File: src/rtl/forward_ctrl.sv
// Forwarding and load-use hazard controller for the 5-stage pipeline.
// Shadows ID/EX, EX/MEM and MEM/WB register addresses and drives the EX operand-mux selects.
module forward_ctrl #(
  parameter int unsigned REG_ADDR_W = 5
) (
  input  logic                  clk,
  input  logic                  arst_n,
  input  logic                  id_valid,
  input  logic [REG_ADDR_W-1:0] id_rs1,
  input  logic [REG_ADDR_W-1:0] id_rs2,
  input  logic [REG_ADDR_W-1:0] id_rd,
  input  logic                  id_reg_write,
  input  logic                  id_mem_read,
  input  logic                  flush,
  output logic                  stall,
  output logic [1:0]            ex_sel_a,
  output logic [1:0]            ex_sel_b
);

  localparam logic [1:0] SEL_RF  = 2'b01;
  localparam logic [1:0] SEL_MEM = 2'b10;
  localparam logic [1:0] SEL_WB  = 2'b11;

  logic                  id_ex_valid_q,     id_ex_valid_d;
  logic [REG_ADDR_W-1:0] id_ex_rs1_q,       id_ex_rs1_d;
  logic [REG_ADDR_W-1:0] id_ex_rs2_q,       id_ex_rs2_d;
  logic [REG_ADDR_W-1:0] id_ex_rd_q,        id_ex_rd_d;
  logic                  id_ex_reg_write_q, id_ex_reg_write_d;
  logic                  id_ex_mem_read_q,  id_ex_mem_read_d;

  logic [REG_ADDR_W-1:0] ex_mem_rd_q,        ex_mem_rd_d;
  logic                  ex_mem_reg_write_q, ex_mem_reg_write_d;
  logic                  ex_mem_mem_read_q,  ex_mem_mem_read_d;

  logic [REG_ADDR_W-1:0] mem_wb_rd_q,        mem_wb_rd_d;
  logic                  mem_wb_reg_write_q, mem_wb_reg_write_d;

  logic ex_mem_fwd_a, ex_mem_fwd_b, mem_wb_fwd_a, mem_wb_fwd_b;

  // Load in EX followed by a dependent instruction in ID; a flush kills the consumer instead.
  always_comb begin
    stall = id_ex_valid_q && id_ex_mem_read_q && (id_ex_rd_q != '0) &&
            id_valid && !flush &&
            ((id_rs1 == id_ex_rd_q) || (id_rs2 == id_ex_rd_q));
  end

  // Next state of the tracking pipeline; bubbles carry all-zero fields.
  always_comb begin
    id_ex_valid_d     = 1'b0;
    id_ex_rs1_d       = '0;
    id_ex_rs2_d       = '0;
    id_ex_rd_d        = '0;
    id_ex_reg_write_d = 1'b0;
    id_ex_mem_read_d  = 1'b0;
    if (id_valid && !stall && !flush) begin
      id_ex_valid_d     = 1'b1;
      id_ex_rs1_d       = id_rs1;
      id_ex_rs2_d       = id_rs2;
      id_ex_rd_d        = id_rd;
      id_ex_reg_write_d = id_reg_write;
      id_ex_mem_read_d  = id_mem_read;
    end
    ex_mem_rd_d        = id_ex_rd_q;
    ex_mem_reg_write_d = id_ex_valid_q && id_ex_reg_write_q;
    ex_mem_mem_read_d  = id_ex_valid_q && id_ex_mem_read_q;
    mem_wb_rd_d        = ex_mem_rd_q;
    mem_wb_reg_write_d = ex_mem_reg_write_q;
  end

  always_ff @(posedge clk or negedge arst_n) begin
    if (!arst_n) begin
      id_ex_valid_q      <= 1'b0;
      id_ex_rs1_q        <= '0;
      id_ex_rs2_q        <= '0;
      id_ex_rd_q         <= '0;
      id_ex_reg_write_q  <= 1'b0;
      id_ex_mem_read_q   <= 1'b0;
      ex_mem_rd_q        <= '0;
      ex_mem_reg_write_q <= 1'b0;
      ex_mem_mem_read_q  <= 1'b0;
      mem_wb_rd_q        <= '0;
      mem_wb_reg_write_q <= 1'b0;
    end else begin
      id_ex_valid_q      <= id_ex_valid_d;
      id_ex_rs1_q        <= id_ex_rs1_d;
      id_ex_rs2_q        <= id_ex_rs2_d;
      id_ex_rd_q         <= id_ex_rd_d;
      id_ex_reg_write_q  <= id_ex_reg_write_d;
      id_ex_mem_read_q   <= id_ex_mem_read_d;
      ex_mem_rd_q        <= ex_mem_rd_d;
      ex_mem_reg_write_q <= ex_mem_reg_write_d;
      ex_mem_mem_read_q  <= ex_mem_mem_read_d;
      mem_wb_rd_q        <= mem_wb_rd_d;
      mem_wb_reg_write_q <= mem_wb_reg_write_d;
    end
  end

  // Operand selects; x0 never forwards and the younger producer wins.
  always_comb begin
    ex_mem_fwd_a = ex_mem_reg_write_q && (ex_mem_rd_q != '0) && (ex_mem_rd_q == id_ex_rs1_q);
    ex_mem_fwd_b = ex_mem_reg_write_q && (ex_mem_rd_q != '0) && (ex_mem_rd_q == id_ex_rs2_q);
    mem_wb_fwd_a = mem_wb_reg_write_q && (mem_wb_rd_q != '0) && (mem_wb_rd_q == id_ex_rs1_q);
    mem_wb_fwd_b = mem_wb_reg_write_q && (mem_wb_rd_q != '0) && (mem_wb_rd_q == id_ex_rs2_q);
    ex_sel_a = SEL_RF;
    ex_sel_b = SEL_RF;
    if (ex_mem_fwd_a)      ex_sel_a = SEL_MEM;
    else if (mem_wb_fwd_a) ex_sel_a = SEL_WB;
    if (ex_mem_fwd_b)      ex_sel_b = SEL_MEM;
    else if (mem_wb_fwd_b) ex_sel_b = SEL_WB;
  end

  // The load-use bubble means a load in EX/MEM can never feed the instruction in EX.
  a_no_load_fwd: assert property (@(posedge clk) disable iff (!arst_n)
    !(ex_mem_mem_read_q && (ex_mem_fwd_a || ex_mem_fwd_b)));

endmodule

File: config.mk
export PLATFORM = sky130hd
export DESIGN_NAME = forward_ctrl
export DESIGN_NICKNAME = d
export VERILOG_FILES = /design/src/rtl/forward_ctrl.sv
export SDC_FILE = /design/constraint.sdc
export NUM_CORES = 1
export LEC_CHECK = 0
export BUFFER_PORTS_ARGS = -buffer_cell sky130_fd_sc_hd__buf_2
export CORE_UTILIZATION = 48
export DETAILED_ROUTE_END_ITERATION = 7
export PLACE_DENSITY_LB_ADDON = 0.15
export SLEW_MARGIN = 20
export SYNTH_ARGS = -nofsm -noshare
export SYNTH_HDL_FRONTEND = slang
export SYNTH_SLANG_ARGS = --single-unit
export TNS_END_PERCENT = 20
File: constraint.sdc
create_clock -name clk -period 1.55 [get_ports clk]
set_input_delay 0.2325 -clock clk [delete_from_list [all_inputs] [get_ports clk]]
set_output_delay 0.2325 -clock clk [all_outputs]
set_load 0.005 [all_outputs]
==> results.sh <==
export IMPL_status="finished, violations left"
export IMPL_violations="negative setup slack"
export IMPL_crit_fanout=3
export IMPL_synth_xor_area_share_pct=19.3
export IMPL_crit_path_end_kind="output port"
export IMPL_ys_seq_elements=30
export IMPL_worstPathCellList="buf_6 > xor2_1 > or4_4 > o41ai_2 > buf_2"
export IMPL_cts_root_buf="clkbuf_4"
export IMPL_slowest_delay_ns=0.52
export IMPL_fin_nets=189
export IMPL_grt_use_met2_pct=33.6
export IMPL_rsz0062_at_grt="yes"
export IMPL_synth_top_family_by_area="XOR/XNOR gates"
export IMPL_ios=26
export IMPL_die_w_um=55.3
export IMPL_post_route_min_period_ns=1.98
export IMPL_cts_inserted_buffers=5
export IMPL_timing_setup_critical_path_class="reg -> out"
export IMPL_cts_htree_levels=2
export IMPL_syn_inst=123
export IMPL_syn_avg_cell_area_um2=11.1
export IMPL_critPathTopFamily="simple AND/OR/NAND/NOR gates"
export IMPL_drv_slew=0
export IMPL_timing_final_hold_violations=0
export IMPL_track_usage_pct=19.6
export IMPL_setup_viol=5
export IMPL_switching_share_pct=24.6
export IMPL_startpoint="ex_mem_rd_q[2]"
export IMPL_place_gp_congestion=0.803
export IMPL_p_seq_share_pct=58.6
export IMPL_ir_drop_mv=0.704
export IMPL_placed_cell_area_um2=1610
export IMPL_hold_path_cell_count=3
export IMPL_die_h_um=55.3
export IMPL_crit_end="ex_sel_b[1]"
export IMPL_crit_path_start_kind="register"
export IMPL_slew_headroom_pct=57.9
export IMPL_fmax_mhz=505
export IMPL_first_global_vias=1096
export IMPL_rrSetupSlack_ns=0.15
export IMPL_synth_edff_count=0
export IMPL_clock_sinks=30
export IMPL_area_growth_pct=24.4
export IMPL_num_antenna_cells=0
export IMPL_rr_endpoint="id_ex_valid_q"
export IMPL_cpMaxStageDelayCell="or4_4"
export IMPL_drive_gt1_share_pct=33.3
export IMPL_combinationalPowerShare_pct=13.4
export IMPL_use_met1_pct=21.3
export IMPL_synthTopCellsByArea="dfrtp_1, xnor2_1, a21oi_1"
export IMPL_p_clk_share_pct=28.1
export IMPL_dpl_cell_count=189
export IMPL_synth_most_common_cell="dfrtp_1"
export IMPL_ys_async_sr_fraction_pct=100
export IMPL_tns_ns=-1.69
export IMPL_grt_use_met3_pct=6.32
export IMPL_path_depth=5
export IMPL_setup_ws_ns=-0.431
export IMPL_yosys_area_share_simple_pct=13.0
export IMPL_clk_pin_slew_ns=0.09
export IMPL_crit_arrival_ns=1.75
export IMPL_synth_seq_area_share_pct=55.1
export IMPL_crit_buf_inv=2
export IMPL_synth_distinct_cells=21
export IMPL_wl_per_cell_um=12.7
export IMPL_cts_tree="yes"
export IMPL_drtPass1Iterations=4
export IMPL_yosysWarnings=0
export IMPL_dieArea_um2=3050
export IMPL_overflow=0
export IMPL_grt_pass1_wl_um=4530
export IMPL_utilization_pct=66.0
export IMPL_vias=1003
export IMPL_synth_main_ff_cell="dfrtp_1"
export IMPL_grt_max_degree=31
export IMPL_power_mw=1.43
export IMPL_clockBufferDepth=2
export IMPL_clk_latency_ns=0.31
export IMPL_synthesis_area_um2=1360
export IMPL_fin_cells=198
export IMPL_ant_nets=0
export IMPL_final_area_um2=1690
export IMPL_io_buffers=25
export IMPL_core_area_um2=2570
export IMPL_cap_violations=0
export IMPL_cellPowerDensity_nw_per_um2=845
export IMPL_reg2reg_from="ex_mem_rd_d[4]"
export IMPL_synth_top_cell_by_area="dfrtp_1"
export IMPL_required_ns=1.32
export IMPL_drt_initial_drc_count=11
export IMPL_vias_per_cell=5.07
export IMPL_synth_fp_nets=144
export IMPL_p_leak_nw=0.837
export IMPL_grt_antenna_before_repair=0
export IMPL_drc_errors=0
export IMPL_worst_pin_slew_ns=0.632
export IMPL_synth_common_cells="dfrtp_1, xnor2_1, nand2_1"
export IMPL_r2r_cells=5
export IMPL_top_usage_layer="met2"
export IMPL_synth_top_cell_area_share_pct=55.1
export IMPL_synth_compound_area_share_pct=10.7
export IMPL_finalWirelength_um=2520
export IMPL_fin_skew_ns=0.00871
export IMPL_synthMuxAreaShare_pct=0
export IMPL_num_rows=18
export IMPL_p_switching_mw=0.351
export IMPL_intPower_mw=1.08
export IMPL_synthAdderAreaFrac_pct=0
export IMPL_layout_worst_path_cycle_share_pct=128
export IMPL_hp_class="in -> reg"
export IMPL_initial_core_util_pct=53.0
export IMPL_place_hpwl_um=1870
worst register-to-register path, stage by stage (launching register included):
cell and delay [ns]:
dfrtp_1 0.43, xnor2_1 0.23, nand3_1 0.12, o22ai_2 0.14, buf_4 0.24, a21boi_0 0.11
layer usage:
layer	share of wire, %	up-vias
met5	0	-
li1	-	503
met2	52	31
met3	4.5	4
met1	42	465
met4	1.6	0
state kept, by name (all words and copies together), names as in the netlist:
name / cells
ex_mem_reg_write_q: 1
mem_wb_reg_write_q: 1
id_ex_rs1_q: 5
id_ex_valid_q: 1
id_ex_mem_read_q: 1
ex_mem_rd_q: 5
mem_wb_rd_q: 5
id_ex_reg_write_q: 1
id_ex_rs2_q: 5
ex_mem_rd_d: 5
power groups by stage:
stage / clock network, mW / logic [mW] / registers (mW)
detailed placement: 0 / 0.186 / 0.854
finish: 0.402 / 0.191 / 0.838
floorplan: 0 / 0.102 / 0.851
CTS: 0.422 / 0.194 / 0.838
global placement: 0 / 0.181 / 0.853
global route: 0.460 / 0.212 / 0.843
layout make-up:
cell class,count,area [um2]
Clock buffer,7,45.0
Tap cell,30,37.5
Sequential cell,30,753
Fill cell,206,873
Multi-Input combinational cell,89,599
Timing Repair Buffer,42,259
per-stage QoR:
step | worst slack [ns] | hold WS, ns
floorplan | 0.0493 | -0.0631
global placement | -0.123 | 0.277
detailed placement | -0.154 | 0.293
CTS | -0.453 | 0.0991
global route | -0.521 | 0.115
finish | -0.431 | 0.119
cells in the final DEF (no fill, tap or decap):
cell           instances
o21ai_1                1
and2_1                 2
nand3_2                1
buf_2                 25
nand2_1               19
nor2_1                 1
xor2_1                 8
buf_6                  1
nand3_1                6
buf_4                 15
clkbuf_1               2
a21oi_2                1
or4_4                  2
dfrtp_2                2
o21ai_2                1
or4_1                  2
o41ai_2                2
clkbuf_4               5
dfrtp_1               28
o22ai_2                1
xnor2_1               22
a21oi_1               17
nor2b_1                1
dlygate4sd3_1          1
a21boi_0               1
nor3_1                 1
how the worst min path moves through the flow:
stage / start / endpoint
after global placement: arst_n / ex_mem_rd_d[4]
final: id_mem_read / id_ex_mem_read_q
after global routing: id_rd[0] / ex_mem_rd_d[0]
after detailed placement: arst_n / id_ex_mem_read_q
after floorplan: arst_n / ex_mem_rd_d[0]
after CTS: id_mem_read / id_ex_mem_read_q
cell families (layout without fill, tap and decap cells):
logic type             after synthesis  after routing
AND/OR/NAND/NOR                     35             35
XOR/XNOR                            30             30
flip-flops                          30             30
AO/OA/AOI/OAI                       24             24
buffers and inverters                4             49
repair_timing:
| item | 4_1_cts | 5_1_grt |
|---|---|---|
| hold endpoints to repair | 30 | 0 |
| pin swaps | 7 | 1 |
| endpoints found under the setup margin | 5 | 5 |
| hold buffers | 1 | 0 |
| gates cloned | 0 | 0 |
| buffers inserted | 1 | 0 |
| gates resized for setup | 4 | 2 |
Note: power is estimated with default switching activity, not from simulation.
